<file path="src/rtl/pipe_hazard_ctrl.sv">
// Stall/flush sequencer for the 5-stage core: per-register hold/clear, PC hold,
// fetch kill, fence.i drain sequencing and stall/flush perf counters.
module pipe_hazard_ctrl #(
   parameter int CNT_W = 64,
   parameter int RA_W  = 5
) (
   input  logic             clk,
   input  logic             rst_n,
   input  logic             if_busy_i,
   input  logic             if_ack_i,
   input  logic             mem_busy_i,
   input  logic             ex_busy_i,
   input  logic             id_rs1_ren_i,
   input  logic             id_rs2_ren_i,
   input  logic [RA_W-1:0]  id_rs1_i,
   input  logic [RA_W-1:0]  id_rs2_i,
   input  logic             ex_load_i,
   input  logic [RA_W-1:0]  ex_rd_i,
   input  logic             ex_redirect_i,
   input  logic             wb_trap_i,
   input  logic             id_fencei_i,
   input  logic [2:0]       pipe_vld_i,
   output logic [3:0]       hold_o,
   output logic [3:0]       clear_o,
   output logic             pc_hold_o,
   output logic             fetch_kill_o,
   output logic             fencei_o,
   output logic [CNT_W-1:0] stall_cnt_o,
   output logic [CNT_W-1:0] flush_cnt_o,
   output logic [1:0]       state_o
);

   typedef enum logic [1:0] {
      RUN   = 2'd0,
      DRAIN = 2'd1,
      FENCE = 2'd2
   } state_t;

   localparam logic [CNT_W-1:0] CNT_ONE = {{(CNT_W-1){1'b0}}, 1'b1};

   state_t           state;
   logic             trap_pend;
   logic             kill;
   logic [CNT_W-1:0] stall_cnt;
   logic [CNT_W-1:0] flush_cnt;

   logic       trap_go;
   logic       load_use;
   logic       fetch_stall;
   logic       redirect_go;
   logic       flush_go;
   logic       rule_act;
   logic       fence_fire;
   logic [3:0] hold_c;
   logic [3:0] clear_c;
   logic       pc_hold_c;

   always_comb begin
      trap_go     = (wb_trap_i | trap_pend) & ~mem_busy_i;
      load_use    = ex_load_i & (ex_rd_i != '0) &
                    ((id_rs1_ren_i & (id_rs1_i == ex_rd_i)) |
                     (id_rs2_ren_i & (id_rs2_i == ex_rd_i)));
      fetch_stall = if_busy_i & ~if_ack_i;
      // A redirect waiting behind a bus or mul/div stall fires once the stall ends.
      redirect_go = ex_redirect_i & ~trap_go & ~mem_busy_i & ~ex_busy_i;
      flush_go    = trap_go | redirect_go;
      rule_act    = trap_go | mem_busy_i | ex_busy_i | ex_redirect_i | load_use;

      hold_c     = 4'b0000;
      clear_c    = 4'b0000;
      pc_hold_c  = 1'b0;
      fence_fire = 1'b0;
      if (trap_go) begin
         clear_c = 4'b1111;
      end else if (mem_busy_i) begin
         hold_c    = 4'b0111;
         clear_c   = 4'b1000;
         pc_hold_c = 1'b1;
      end else if (ex_busy_i) begin
         hold_c    = 4'b0011;
         clear_c   = 4'b0100;
         pc_hold_c = 1'b1;
      end else if (ex_redirect_i) begin
         clear_c = 4'b0011;
      end else if (load_use || state == DRAIN) begin
         hold_c    = 4'b0001;
         clear_c   = 4'b0010;
         pc_hold_c = 1'b1;
      end else if (state == FENCE) begin
         clear_c    = 4'b0001;
         fence_fire = 1'b1;
      end else if (fetch_stall) begin
         clear_c   = 4'b0001;
         pc_hold_c = 1'b1;
      end
      if (kill) clear_c[0] = 1'b1;
      hold_c = hold_c & ~clear_c;
   end

   assign hold_o       = rst_n ? hold_c  : 4'b0000;
   assign clear_o      = rst_n ? clear_c : 4'b1111;
   assign pc_hold_o    = rst_n & pc_hold_c;
   assign fetch_kill_o = rst_n & kill;
   assign fencei_o     = rst_n & fence_fire;
   assign stall_cnt_o  = stall_cnt;
   assign flush_cnt_o  = flush_cnt;
   assign state_o      = state;

   always_ff @(posedge clk) begin
      if (!rst_n) begin
         state     <= RUN;
         trap_pend <= 1'b0;
         kill      <= 1'b0;
         stall_cnt <= '0;
         flush_cnt <= '0;
      end else begin
         if (trap_go)                      trap_pend <= 1'b0;
         else if (wb_trap_i && mem_busy_i) trap_pend <= 1'b1;

         // The fetch in flight at flush time belongs to the squashed path.
         if (flush_go && fetch_stall)  kill <= 1'b1;
         else if (kill && if_ack_i)    kill <= 1'b0;

         if (flush_go) begin
            state <= RUN;
         end else begin
            case (state)
               RUN:     if (id_fencei_i && !rule_act) state <= DRAIN;
               DRAIN:   if (pipe_vld_i == 3'b000 && !mem_busy_i) state <= FENCE;
               FENCE:   if (fence_fire) state <= RUN;
               default: state <= RUN;
            endcase
         end

         if ((|hold_c) || pc_hold_c) stall_cnt <= stall_cnt + CNT_ONE;
         if (flush_go)               flush_cnt <= flush_cnt + CNT_ONE;
      end
   end

endmodule

</file>
<file path="config.mk">
export PLATFORM = sky130hd
export DESIGN_NAME = pipe_hazard_ctrl
export DESIGN_NICKNAME = d
export VERILOG_FILES = /design/src/rtl/pipe_hazard_ctrl.sv
export SDC_FILE = /design/constraint.sdc
export NUM_CORES = 1
export LEC_CHECK = 0
export ABC_AREA = 1
export BUFFER_PORTS_ARGS = -buffer_cell sky130_fd_sc_hd__clkbuf_2
export CAP_MARGIN = 40
export CORE_ASPECT_RATIO = 1.75
export CORE_MARGIN = 1.5
export CORE_UTILIZATION = 25
export CTS_CLUSTER_SIZE = 10
export DETAILED_ROUTE_END_ITERATION = 12
export GPL_ROUTABILITY_DRIVEN = 0
export GPL_TIMING_DRIVEN = 0
export PLACE_DENSITY = 0.45
export SLEW_MARGIN = 20
export SYNTH_ARGS = -nofsm -noshare
export SYNTH_HDL_FRONTEND = slang
export SYNTH_SLANG_ARGS = --single-unit
</file>
<file path="constraint.sdc">
create_clock -name clk -period 5.05 [get_ports clk]
set_input_delay 0 -clock clk [delete_from_list [all_inputs] [get_ports clk]]
set_output_delay 0 -clock clk [all_outputs]
set_load 0.005 [all_outputs]
</file>
Word-level counts from Yosys, hierarchy flattened. Index checks and enable logic that the tools add are counted. Widths: inputs -> output; s select.

Register bits after elaboration: 132. Input bits: 30. Output and inout port bits: 141. Logic and storage cells: 91.

$add $sub $neg: 2. Eq/ne operators: 7. Mux-type cells: 34. Bitwise logic cells: 26. Reduce and logical (&&, ||, !) cells: 17.

Operators with widths (number): $add 64x1->64 const B (2); $mux 1 (20); $mux 4 (4); $and 1x1->1 (12); $mux 2 (6); $eq 5x5->1 (2); $mux 3 (3); $or 1x1->1 (7); $pmux 2 s3 (1); $logic_and 1x1->1 (5); $not 1->1 (5); $reduce_bool 5->1 (1); $and 4x4->4 (1); $ne 2x2->1 const B (2); $not 4->4 (1); $reduce_or 2->1 (2); $reduce_or 4->1 (1); $logic_not 3->1 (1); $reduce_and 3->1 (1); $eq 2x1->1 const B (1); $eq 2x2->1 const B (1); $logic_not 1->1 (2); $logic_not 2->1 (1); $logic_or 1x1->1 (2); 2 further kinds (2).

Logic depth before layout (Yosys ltp). Gate-level depths: netlist of the first run.

Word-level depth: 15. Depth in mapped cells: 15. Mapped depth without buffers: 14.

Least setup slack after synthesis of the first run. OpenSTA, ideal clock, no wires.

Kind: reg-to-reg. From: register stall_cnt[0] (netlist: stall_cnt_o[0]). To: register stall_cnt[30] (netlist: stall_cnt_o[30]). Arrival time: 1665 ps. Required time: 4980 ps. Slack: 3314 ps. Cell stages (with the launch flop): 11. Path buffers: 0. Clock period less this slack: 1736 ps. Cells stage by stage: dfxtp_1 ha_1 nand3_2 nor2_4 inv_2 nor2_4 inv_2 nor2_4 xor2_1 nand3_1 a21oi_1.

Word-level cells in the longest chain between the ends: 1.

RTL lines: from (decl) (RTL line 44) `logic [CNT_W-1:0] stall_cnt;`; from (signal assigned) (RTL line 135) `if ((|hold_c) || pc_hold_c) stall_cnt <= stall_cnt + CNT_ONE;`; $add 64x1->64 (RTL line 135).

Every way passes these cells. A chain may end at the register's enable or synchronous reset.

Final worst setup path of the first run.
From: register stall_cnt[0] (netlist: stall_cnt_o[0]). To: register stall_cnt[52] (netlist: stall_cnt_o[52]).

Same word-level chain as after synthesis.

==> flow_summary.html, run 1 <==
<table>
<tr><th>Metric</th><th>Value</th></tr>
<tr><th colspan="2">Clock network</th></tr>
<tr><td>Root Driver</td><td>clkbuf_16</td></tr>
<tr><td>Clock sink count</td><td>132</td></tr>
<tr><td>Clock edge transition at the registers on the reported setup and hold paths</td><td>0.06 ns</td></tr>
<tr><td>Total CTS buffers</td><td>17</td></tr>
<tr><td>Clk Latency, worst-skew pair</td><td>0.44 ns</td></tr>
<tr><td>TritonCTS clock tree</td><td>built</td></tr>
<tr><td>Number of levels in the clock H-tree</td><td>4</td></tr>
<tr><td>Maximum root-to-sink buffer count</td><td>2</td></tr>
<tr><th colspan="2">Placement</th></tr>
<tr><td>Pre-CTS worst setup slack</td><td>2.587 ns</td></tr>
<tr><td>Port Buffers</td><td>169</td></tr>
<tr><td>Half-perimeter wire length after detailed placement</td><td>31050 µm</td></tr>
<tr><td>Placed cell areas</td><td>10130 µm²</td></tr>
<tr><th colspan="2">Global routing</th></tr>
<tr><td>Maximum number of pins on one net before global-route repair</td><td>17</td></tr>
<tr><td>Met3 track demand over resource</td><td>0.03147</td></tr>
<tr><td>Grt met2 use</td><td>0.4118</td></tr>
<tr><td>Routing usage on met1</td><td>0.1819</td></tr>
<tr><td>Remaining Overflow, GRT</td><td>0</td></tr>
<tr><td>Initial antenna violation count</td><td>0</td></tr>
<tr><td>Most congested layer reported by global routing</td><td>met2</td></tr>
<tr><td>First-pass GRT wire length</td><td>55190 µm</td></tr>
<tr><td>Total global routing track utilization</td><td>0.2108</td></tr>
<tr><td>Via count of the first global-routing pass</td><td>9752</td></tr>
<tr><th colspan="2">STA</th></tr>
<tr><td>Max transition margin</td><td>0.4390</td></tr>
<tr><td>Unrepaired setup endpoints after global routing</td><td>no</td></tr>
<tr><td>Setup violations, final</td><td>0</td></tr>
<tr><td>Share of the clock period used by the worst path after layout</td><td>0.4920</td></tr>
<tr><td>Final Hold Vio Count</td><td>0</td></tr>
<tr><td>Achievable clock frequency</td><td>0.4025 GHz</td></tr>
<tr><td>Sum Neg Setup Slack</td><td>0 ns</td></tr>
<tr><td>Final worst slack</td><td>2.565 ns</td></tr>
<tr><td>Worst hold slack</td><td>0.03913 ns</td></tr>
<tr><td>Fin crit period</td><td>2.485 ns</td></tr>
<tr><td>Worst setup skew after layout</td><td>0.009925 ns</td></tr>
<tr><td>Slew at the pin with the worst max-slew slack</td><td>0.8415 ns</td></tr>
<tr><td>Total count of max-transition violations in the final report</td><td>0</td></tr>
<tr><th colspan="2">Critical path</th></tr>
<tr><td>Critical path startpoint category</td><td>flop</td></tr>
<tr><td>Cells traversed along the worst timing path</td><td>ha_1, nand3_2, nor3_1, nand3_1, xnor2_1, nand3_1, a21oi_1</td></tr>
<tr><td>Maximum net fanout on the critical path</td><td>7</td></tr>
<tr><td>Maximum single-stage delay on the critical path</td><td>0.54 ns</td></tr>
<tr><td>Data arrival time of the critical path</td><td>2.85 ns</td></tr>
<tr><td>Crit path kind</td><td>reg -&gt; reg</td></tr>
<tr><td>Cell repeated most along the worst path</td><td>nand3_1</td></tr>
<tr><td>Required time of the worst setup path</td><td>5.42 ns</td></tr>
<tr><td>Critical-path cell with the highest stage delay</td><td>dfxtp_1</td></tr>
<tr><td>CP Capture Type</td><td>flop</td></tr>
<tr><th colspan="2">Routing</th></tr>
<tr><td>Wire length per cell after detailed routing</td><td>18.09 µm</td></tr>
<tr><td>Number of DRC markers after the initial detailed-route iteration</td><td>460</td></tr>
<tr><td>Number of iterations in the first detailed-routing pass</td><td>5</td></tr>
<tr><td>DRC violations left</td><td>0</td></tr>
<tr><td>Vias after detailed routing</td><td>9705</td></tr>
<tr><td>Detail-routed via count per cell</td><td>4.711</td></tr>
<tr><td>Wire length after detailed routing</td><td>37260 µm</td></tr>
<tr><td>Number of nets with antenna violations after routing</td><td>0</td></tr>
<tr><th colspan="2">Yosys</th></tr>
<tr><td>Library cell occupying the most area in the post-synthesis netlist</td><td>dfxtp_1</td></tr>
<tr><td>Average cell area after synthesis</td><td>6.250 µm²</td></tr>
<tr><td>Async set or reset register ratio after synthesis</td><td>0</td></tr>
<tr><td>Dominant synthesized flop cell</td><td>dfxtp_1</td></tr>
<tr><td>Synthesis-stage register bit count</td><td>132</td></tr>
<tr><td>Number of distinct library cells after synthesis</td><td>44</td></tr>
<tr><td>Top cell type's share of synthesized area</td><td>0.3040</td></tr>
<tr><td>Number of enable-type register cells in the synthesized netlist</td><td>0</td></tr>
<tr><td>Synthesized instance count</td><td>1391</td></tr>
<tr><td>Sequential fraction of the synthesis area</td><td>0.3040</td></tr>
<tr><td>Warnings, synthesis</td><td>0</td></tr>
<tr><td>Dominant cell by count in the synthesized netlist</td><td>nand2_1</td></tr>
<tr><td>Syn_nets</td><td>1423</td></tr>
<tr><td>Leading cell types by count after synthesis</td><td>nand2_1 (355), nor2_1 (185), inv_1 (147)</td></tr>
<tr><td>Summed instance area of the synthesized netlist</td><td>8693 µm²</td></tr>
<tr><td>Top cells by area, synth</td><td>dfxtp_1 (30%), nand2_1 (15%), nor2_1 (8.0%), nand3_1 (7.9%), inv_1 (6.3%)</td></tr>
<tr><th colspan="2">Floorplanning</th></tr>
<tr><td>Die Ht</td><td>249.7 µm</td></tr>
<tr><td>Horizontal extent of the die</td><td>144.0 µm</td></tr>
<tr><td>Cell row count</td><td>90</td></tr>
<tr><td>Die ar.</td><td>35940 µm²</td></tr>
<tr><td>Core Region</td><td>34350 µm²</td></tr>
<tr><td>Starting density of the core</td><td>0.2531</td></tr>
<tr><td>IO Pins</td><td>171</td></tr>
<tr><th colspan="2">Final layout</th></tr>
<tr><td>Design Area, Final</td><td>10790 µm²</td></tr>
<tr><td>Final layout net count</td><td>1621</td></tr>
<tr><td># fillers</td><td>3894</td></tr>
<tr><td>Area growth, synth to finish</td><td>24.17%</td></tr>
<tr><td>Diode count</td><td>0</td></tr>
<tr><td>Fraction of final layout cells with drive strength greater than 1</td><td>0.1844</td></tr>
<tr><th colspan="2">Power and ir drop</th></tr>
<tr><td>Leakage</td><td>0.004103 µW</td></tr>
<tr><td>VDD IR-drop max</td><td>248.5 µV</td></tr>
<tr><td>Post-layout power</td><td>2466 µW</td></tr>
<tr><td>Power Dens Cells</td><td>228.5 nW/µm²</td></tr>
<tr><th colspan="2">Flow run</th></tr>
<tr><td>Count of max-cap constraint violations</td><td>0</td></tr>
<tr><th colspan="2">Status</th></tr>
<tr><td>Status</td><td>finished clean</td></tr>
<tr><th colspan="2">Hold path</th></tr>
<tr><td>Type of the worst min-delay path</td><td>in -&gt; reg</td></tr>
</table>
## stage by stage
stage	instances	utilization
final	2060	0.3143
after global routing	2060	0.3143
after floorplan	1391	-
after global placement	2020	0.2945
after detailed placement	2021	0.2949
after CTS	2060	0.3143
## sequential cells by signal, summed over array words and instances (netlist names)
name	count
trap_pend	1
state_o	2
kill	1
flush_cnt_o	64
stall_cnt_o	64
## cells in the final DEF (no fill, tap or decap), types with 11 or more instances in the layout
cell	netlist	layout
nand2_1	355	355
xor2_1	41	41
inv_1	147	147
xnor2_1	27	27
a21oi_1	106	106
buf_2	15	15
nor3_1	54	54
clkbuf_16	0	17
nand4_1	34	34
nor2_2	19	19
nand3_1	137	137
clkbuf_1	18	18
o21ai_0	33	33
clkbuf_2	0	169
nor2_1	185	185
dfxtp_1	132	132
nor2_4	11	11
## what timing repair did
action | in CTS | in global routing
endpoints found under the hold margin | 4 | 0
gates resized for setup | 0 | 0
setup buffers | 0 | 0
hold buffers | 9 | 0
## metal layers
layer | wire [µm] | part of all wire | vias up
li1 | - | - | 4905
met2 | 20810 | 0.56 | 252
met3 | 1240 | 0.033 | 118
met5 | 0 | 0 | -
met1 | 12100 | 0.32 | 4430
met4 | 3119 | 0.084 | 0
## kinds of logic (layout without fill, tap and decap cells)
kind of cell | count (synthesis) | in the layout | share of synthesized area
simple gates | 840 | 840 | 0.4426
buf+inv | 195 | 404 | 0.08952
compound gates | 153 | 153 | 0.09211
flops | 132 | 132 | 0.3040
xor+xnor | 68 | 68 | 0.06851
fa+ha+maj | 2 | 2 | 0.002878
other cells | 1 | 1 | 0.0004314
## worst max-delay path, delay by kind of cell (launching register included)
kind / cells / cell delay [ns]
xor gates and xnor gates: 1 / 0.24
DFF: 1 / 0.54
and+or+nand+nor: 4 / 1.16
adders and majority gates: 1 / 0.33
AOI/OAI and AO/OA: 1 / 0.15
## power by group
part           total, µW  internal (µW)  switching (µW)
sequential          1050           1050            7.92
clock               1250            733             513
combinational        166           49.4             117
## final cells by class
cell class / count / area (µm²) / share of cell area
clock buffer: 18 / 439.2 / 0.04069
buffer: 38 / 187.7 / 0.01739
sequential: 132 / 2643 / 0.2448
timing repair buffer: 179 / 950.9 / 0.08810
multi-input combinational: 1064 / 5273 / 0.4885
clock inverter: 12 / 135.1 / 0.01252
tap: 460 / 575.6 / 0.05332
inverter: 157 / 590.6 / 0.05471
## final timing paths
path	start	to	slack [ns]	depth (start not counted)
setup reg to reg	stall_cnt_o[0]	stall_cnt_o[52]	2.57	7
setup / recovery	stall_cnt_o[0]	stall_cnt_o[52]	2.57	7
hold / removal	rst_n	state_o[1]	0.04	4
hold reg to reg	stall_cnt_o[36]	stall_cnt_o[36]	0.49	2
(Power assumes the default switching activity.)
==> run 2, diff against run 1 <==
clock period = 2.54 ns   (was 5.05 ns; I/O delays follow)
==> flow_summary.html, run 2 (same netlist as run 1, synthesis figures left out) <==
<table>
<tr><th>Metric</th><th>Value</th></tr>
<tr><th colspan="2">STA</th></tr>
<tr><td>Worst hold slack</td><td>0.04003 ns</td></tr>
<tr><td>Worst setup skew after layout</td><td>0.009302 ns</td></tr>
<tr><td>Sum Neg Setup Slack</td><td>0 ns</td></tr>
<tr><td>Final Hold Vio Count</td><td>0</td></tr>
<tr><td>Share of the clock period used by the worst path after layout</td><td>0.9234</td></tr>
<tr><td>Total count of max-transition violations in the final report</td><td>0</td></tr>
<tr><td>Setup violations, final</td><td>0</td></tr>
<tr><td>Slew at the pin with the worst max-slew slack</td><td>0.8421 ns</td></tr>
<tr><td>Unrepaired setup endpoints after global routing</td><td>no</td></tr>
<tr><td>Fin crit period</td><td>2.345 ns</td></tr>
<tr><td>Max transition margin</td><td>0.4386</td></tr>
<tr><td>Achievable clock frequency</td><td>0.4264 GHz</td></tr>
<tr><th colspan="2">Power and ir drop</th></tr>
<tr><td>VDD IR-drop max</td><td>491.7 µV</td></tr>
<tr><td>Leakage</td><td>0.004103 µW</td></tr>
<tr><td>Power Dens Cells</td><td>453.5 nW/µm²</td></tr>
<tr><th colspan="2">Global routing</th></tr>
<tr><td>Remaining Overflow, GRT</td><td>0</td></tr>
<tr><td>Via count of the first global-routing pass</td><td>9752</td></tr>
<tr><td>First-pass GRT wire length</td><td>55190 µm</td></tr>
<tr><td>Total global routing track utilization</td><td>0.2108</td></tr>
<tr><td>Initial antenna violation count</td><td>0</td></tr>
<tr><td>Maximum number of pins on one net before global-route repair</td><td>17</td></tr>
<tr><th colspan="2">Routing</th></tr>
<tr><td>Wire length per cell after detailed routing</td><td>18.05 µm</td></tr>
<tr><td>DRC violations left</td><td>0</td></tr>
<tr><td>Wire length after detailed routing</td><td>37190 µm</td></tr>
<tr><td>Number of iterations in the first detailed-routing pass</td><td>5</td></tr>
<tr><td>Detail-routed via count per cell</td><td>4.734</td></tr>
<tr><td>Number of DRC markers after the initial detailed-route iteration</td><td>463</td></tr>
<tr><td>Number of nets with antenna violations after routing</td><td>0</td></tr>
<tr><td>Vias after detailed routing</td><td>9752</td></tr>
<tr><th colspan="2">Placement</th></tr>
<tr><td>Port Buffers</td><td>169</td></tr>
<tr><td>Half-perimeter wire length after detailed placement</td><td>31050 µm</td></tr>
<tr><th colspan="2">Final layout</th></tr>
<tr><td>Total area of multi-input combinational cells</td><td>5280 µm²</td></tr>
<tr><td>Area growth, synth to finish</td><td>24.27%</td></tr>
<tr><td>Diode count</td><td>0</td></tr>
<tr><td># fillers</td><td>3890</td></tr>
<tr><td>Top library cells by usage in the layout, fill and taps aside</td><td>nand2_1 (355), nor2_1 (184), clkbuf_2 (169)</td></tr>
<tr><td>Final layout net count</td><td>1621</td></tr>
<tr><td>Most common cell after layout, fill and taps aside</td><td>nand2_1</td></tr>
<tr><td>Total area of sequential cells</td><td>2644 µm²</td></tr>
<tr><td>Fraction of final layout cells with drive strength greater than 1</td><td>0.1863</td></tr>
<tr><th colspan="2">Flow run</th></tr>
<tr><td>Count of max-cap constraint violations</td><td>0</td></tr>
<tr><th colspan="2">Hold path</th></tr>
<tr><td>Type of the worst min-delay path</td><td>in -&gt; reg</td></tr>
<tr><td>Hold wc startpoint</td><td>rst_n</td></tr>
<tr><th colspan="2">Clock network</th></tr>
<tr><td>Clock sink count</td><td>132</td></tr>
<tr><td>Clk Latency, worst-skew pair</td><td>0.44 ns</td></tr>
<tr><td>Maximum root-to-sink buffer count</td><td>2</td></tr>
<tr><td>Total CTS buffers</td><td>17</td></tr>
<tr><td>Number of levels in the clock H-tree</td><td>4</td></tr>
<tr><td>Clock edge transition at the registers on the reported setup and hold paths</td><td>0.06 ns</td></tr>
<tr><td>Root Driver</td><td>clkbuf_16</td></tr>
<tr><td>TritonCTS clock tree</td><td>built</td></tr>
<tr><th colspan="2">Critical path</th></tr>
<tr><td>CP Capture Type</td><td>flop</td></tr>
<tr><td>Required time of the worst setup path</td><td>2.90 ns</td></tr>
<tr><td>FF-to-FF Start</td><td>stall_cnt_o[1]</td></tr>
<tr><td>Beginning of the critical path</td><td>stall_cnt_o[1]</td></tr>
<tr><td>Critical path startpoint category</td><td>flop</td></tr>
<tr><td>Crit path kind</td><td>reg -&gt; reg</td></tr>
<tr><td>Data arrival time of the critical path</td><td>2.71 ns</td></tr>
<tr><td>Maximum net fanout on the critical path</td><td>5</td></tr>
<tr><th colspan="2">Floorplanning</th></tr>
<tr><td>Die Ht</td><td>249.7 µm</td></tr>
<tr><td>Core Region</td><td>34350 µm²</td></tr>
<tr><td>Starting density of the core</td><td>0.2531</td></tr>
<tr><td>Horizontal extent of the die</td><td>144.0 µm</td></tr>
<tr><td>Cell row count</td><td>90</td></tr>
<tr><td>Die ar.</td><td>35940 µm²</td></tr>
<tr><td>IO Pins</td><td>171</td></tr>
<tr><th colspan="2">Status</th></tr>
<tr><td>Status</td><td>finished clean</td></tr>
</table>
run 2: layer usage:
layer / up-vias / part of all wire / global-route usage
li1: 4906 / - / -
met3: 121 / 0.037 / 0.03147
met5: - / 0 / 0
met4: 0 / 0.084 / 0.1694
met2: 281 / 0.56 / 0.4118
met1: 4444 / 0.32 / 0.1819
run 2: final timing paths:
path,to,slack (ns),cells after the start
setup / recovery,stall_cnt_o[54],0.19,9
hold / removal,state_o[1],0.04,4
setup reg to reg,stall_cnt_o[54],0.19,9
hold reg to reg,flush_cnt_o[7],0.48,2
run 2: final cells by class:
type,instances,share of cell area
Tap cell,460,0.05328
Buffer,38,0.01737
Inverter,157,0.05467
Clock buffer,18,0.04065
Sequential cell,132,0.2447
Timing Repair Buffer,179,0.08802
Multi-Input combinational cell,1064,0.4888
Clock inverter,12,0.01251
run 2: what timing repair did:
action | 4_1_cts | 5_1_grt
endpoints found under the setup margin | 0 | 4
hold endpoints to repair | 4 | 0
hold buffers | 9 | 0
buffers inserted | 0 | 0
resized for setup | 0 | 3
run 2: stage by stage:
step	setup WS, ns	cells	power [µW]	instance area (µm²)	util
2_1_floorplan	0.8043	1391	2319	8693	-
3_3_place_gp	0.06118	2020	2464	10110	0.2945
3_5_place_dp	0.07655	2021	2469	10130	0.2949
4_1_cts	0.06077	2060	4989	10790	0.3143
5_1_grt	0.03339	2060	5089	10800	0.3145
6_report	0.1945	2060	4899	10800	0.3145
run 2: critical path: stages (launching register included):
cell and delay [ns]:
dfxtp_1 0.46, ha_1 0.31, nand3_2 0.23, nor2_4 0.19, inv_2 0.07, nor3_2 0.51
nand4_1 0.16, nand2_1 0.12, nand3_1 0.08, a21oi_1 0.14
run 2: where the power goes:
| part | switching (µW) | leakage [µW] | internal (µW) |
|---|---|---|---|
| Sequential | 15.9 | 0.00106 | 2080 |
| Combinational | 232 | 0.00277 | 98.2 |
| Clock | 1020 | 0.000270 | 1460 |
| Total | 1260 | 0.00410 | 3640 |
==> run 3, diff against run 2 <==
BUFFER_PORTS_ARGS = -buffer_cell sky130_fd_sc_hd__buf_2   (was -buffer_cell sky130_fd_sc_hd__clkbuf_2)
CAP_MARGIN = 30   (was 40)
==> flow_summary.html, run 3 (same netlist as run 1, synthesis figures left out) <==
<table>
<tr><th>Metric</th><th>Value</th></tr>
<tr><th colspan="2">Status</th></tr>
<tr><td>Status</td><td>finished clean</td></tr>
<tr><th colspan="2">Final layout</th></tr>
<tr><td>Area growth, synth to finish</td><td>24.37%</td></tr>
<tr><td>Most common cell after layout, fill and taps aside</td><td>nand2_1</td></tr>
<tr><td>Final layout net count</td><td>1620</td></tr>
<tr><td>Top library cells by usage in the layout, fill and taps aside</td><td>nand2_1 (355), nor2_1 (185), buf_2 (184)</td></tr>
<tr><td>Total area of multi-input combinational cells</td><td>5278 µm²</td></tr>
<tr><td>Diode count</td><td>0</td></tr>
<tr><td># fillers</td><td>3891</td></tr>
<tr><td>Total area of sequential cells</td><td>2644 µm²</td></tr>
<tr><td>Fraction of final layout cells with drive strength greater than 1</td><td>0.1844</td></tr>
<tr><th colspan="2">STA</th></tr>
<tr><td>Setup violations, final</td><td>0</td></tr>
<tr><td>Slew at the pin with the worst max-slew slack</td><td>0.9344 ns</td></tr>
<tr><td>Unrepaired setup endpoints after global routing</td><td>no</td></tr>
<tr><td>Final Hold Vio Count</td><td>0</td></tr>
<tr><td>Worst hold slack</td><td>0.05907 ns</td></tr>
<tr><td>Max transition margin</td><td>0.3771</td></tr>
<tr><td>Total count of max-transition violations in the final report</td><td>0</td></tr>
<tr><td>Sum Neg Setup Slack</td><td>0 ns</td></tr>
<tr><td>Share of the clock period used by the worst path after layout</td><td>0.9452</td></tr>
<tr><td>Achievable clock frequency</td><td>0.4165 GHz</td></tr>
<tr><td>Fin crit period</td><td>2.401 ns</td></tr>
<tr><td>Worst setup skew after layout</td><td>0.009078 ns</td></tr>
<tr><th colspan="2">Placement</th></tr>
<tr><td>Port Buffers</td><td>169</td></tr>
<tr><td>Half-perimeter wire length after detailed placement</td><td>30840 µm</td></tr>
<tr><th colspan="2">Routing</th></tr>
<tr><td>Number of nets with antenna violations after routing</td><td>0</td></tr>
<tr><td>DRC violations left</td><td>0</td></tr>
<tr><td>Vias after detailed routing</td><td>9771</td></tr>
<tr><td>Number of iterations in the first detailed-routing pass</td><td>5</td></tr>
<tr><td>Number of DRC markers after the initial detailed-route iteration</td><td>482</td></tr>
<tr><td>Wire length per cell after detailed routing</td><td>18.24 µm</td></tr>
<tr><td>Detail-routed via count per cell</td><td>4.743</td></tr>
<tr><td>Wire length after detailed routing</td><td>37570 µm</td></tr>
<tr><th colspan="2">Global routing</th></tr>
<tr><td>Grt met2 use</td><td>0.4156</td></tr>
<tr><td>Initial antenna violation count</td><td>0</td></tr>
<tr><td>Routing usage on met1</td><td>0.1897</td></tr>
<tr><td>Maximum number of pins on one net before global-route repair</td><td>17</td></tr>
<tr><td>First-pass GRT wire length</td><td>55590 µm</td></tr>
<tr><td>Remaining Overflow, GRT</td><td>0</td></tr>
<tr><td>Met3 track demand over resource</td><td>0.03243</td></tr>
<tr><td>Most congested layer reported by global routing</td><td>met2</td></tr>
<tr><td>Via count of the first global-routing pass</td><td>9653</td></tr>
<tr><td>Total global routing track utilization</td><td>0.2126</td></tr>
<tr><th colspan="2">Critical path</th></tr>
<tr><td>CP Capture Point</td><td>stall_cnt_o[48]</td></tr>
<tr><td>Critical path startpoint category</td><td>flop</td></tr>
<tr><td>Setup slack, reg-to-reg</td><td>0.14 ns</td></tr>
<tr><td>CP Capture Type</td><td>flop</td></tr>
<tr><td>Required time of the worst setup path</td><td>2.91 ns</td></tr>
<tr><td>Beginning of the critical path</td><td>stall_cnt_o[1]</td></tr>
<tr><td>FF-to-FF path depth</td><td>9</td></tr>
<tr><td>FF-to-FF Start</td><td>stall_cnt_o[1]</td></tr>
<tr><td>Data arrival time of the critical path</td><td>2.77 ns</td></tr>
<tr><td>Maximum net fanout on the critical path</td><td>5</td></tr>
<tr><td>Crit Reg-Reg Endpoint</td><td>stall_cnt_o[48]</td></tr>
<tr><td>Crit path kind</td><td>reg -&gt; reg</td></tr>
<tr><th colspan="2">Clock network</th></tr>
<tr><td>Number of buffers inserted to repair setup after CTS</td><td>0</td></tr>
<tr><td>Clock sink count</td><td>132</td></tr>
<tr><td>TritonCTS clock tree</td><td>built</td></tr>
<tr><td>Root Driver</td><td>clkbuf_16</td></tr>
<tr><td>Number of levels in the clock H-tree</td><td>4</td></tr>
<tr><td>Total CTS buffers</td><td>17</td></tr>
<tr><td>Clock edge transition at the registers on the reported setup and hold paths</td><td>0.06 ns</td></tr>
<tr><td>Clk Latency, worst-skew pair</td><td>0.44 ns</td></tr>
<tr><td>Maximum root-to-sink buffer count</td><td>2</td></tr>
<tr><th colspan="2">Floorplanning</th></tr>
<tr><td>Horizontal extent of the die</td><td>144.0 µm</td></tr>
<tr><td>Die Ht</td><td>249.7 µm</td></tr>
<tr><td>Cell row count</td><td>90</td></tr>
<tr><td>IO Pins</td><td>171</td></tr>
<tr><td>Core Region</td><td>34350 µm²</td></tr>
<tr><td>Die ar.</td><td>35940 µm²</td></tr>
<tr><td>Starting density of the core</td><td>0.2531</td></tr>
<tr><th colspan="2">Power and ir drop</th></tr>
<tr><td>VDD IR-drop max</td><td>483.8 µV</td></tr>
<tr><td>Power Dens Cells</td><td>464.5 nW/µm²</td></tr>
<tr><td>Leakage</td><td>0.004228 µW</td></tr>
<tr><th colspan="2">Hold path</th></tr>
<tr><td>Type of the worst min-delay path</td><td>in -&gt; reg</td></tr>
<tr><th colspan="2">Flow run</th></tr>
<tr><td>Count of max-cap constraint violations</td><td>0</td></tr>
</table>
[run 3: cell types whose count changed in the layout (fill, tap and decap cells not counted)]
cell,delta
buf_2,+169
clkbuf_2,-169
clkbuf_1,+2
clkinvlp_4,-2
buf_8,-1
bufinv_16,+1
clkinv_2,-1
inv_6,+1
nor2_1,+1
nor2_2,-1
[run 3: area by class of cell]
cell class,count,share of cell area
Inverter,157,0.05462
Tap cell,460,0.05323
Buffer,38,0.01736
Clock buffer,20,0.04131
Timing Repair Buffer,178,0.08656
Multi-Input combinational cell,1064,0.4881
Clock inverter,11,0.01423
Sequential cell,132,0.2445
[run 3: power by group]
group,total (µW),internal [µW],leakage [µW],switching (µW)
Combinational,326,96.4,0.00288,229
Clock,2600,1570,0.000287,1030
Sequential,2100,2080,0.00106,16.3
Total,5020,3750,0.00423,1280
[run 3: worst max-delay path: stages (launching register included)]
cell and delay (ns):
dfxtp_1 0.48, ha_1 0.32, nand3_2 0.23, inv_2 0.12, nand2_2 0.08, nor2_1 0.31
nand3_1 0.32, xor2_1 0.24, nand3_1 0.09, a21oi_1 0.14
[run 3: stage by stage]
step           utilization  instance area (µm²)  instances  total power (µW)  worst slack [ns]
5_1_grt             0.3148                10810       2060              5215           0.01523
6_report            0.3148                10810       2060              5022            0.1391
2_1_floorplan            -                 8693       1391              2319            0.8043
3_5_place_dp        0.2945                10110       2020              2465            0.1098
4_1_cts             0.3146                10810       2060              5106           0.08318
3_3_place_gp        0.2945                10110       2020              2464           0.06266
[run 3: worst min-delay path by stage]
stage                     startpoint         end  slack, ns  cells after the start
final                          rst_n  state_o[1]       0.06                      4
after global routing           rst_n  state_o[1]       0.08                      4
after CTS                      rst_n  state_o[1]       0.05                      4
after detailed placement    if_ack_i        kill       0.22                      2
after global placement      if_ack_i        kill       0.22                      2
after floorplan            ex_busy_i  clear_o[2]        0.1                      2
[run 3: per-layer routing]
layer / wire length (µm) / vias to the layer above
li1: - / 4904
met4: 2819 / 0
met5: 0 / -
met3: 1454 / 110
met2: 21190 / 283
met1: 12110 / 4474
[run 3: what timing repair did]
| item | in CTS | in global routing |
|---|---|---|
| endpoints found under the hold margin | 4 | 0 |
| hold buffers | 9 | 0 |
| gates resized for setup | 0 | 2 |
| setup endpoints to repair | 0 | 2 |
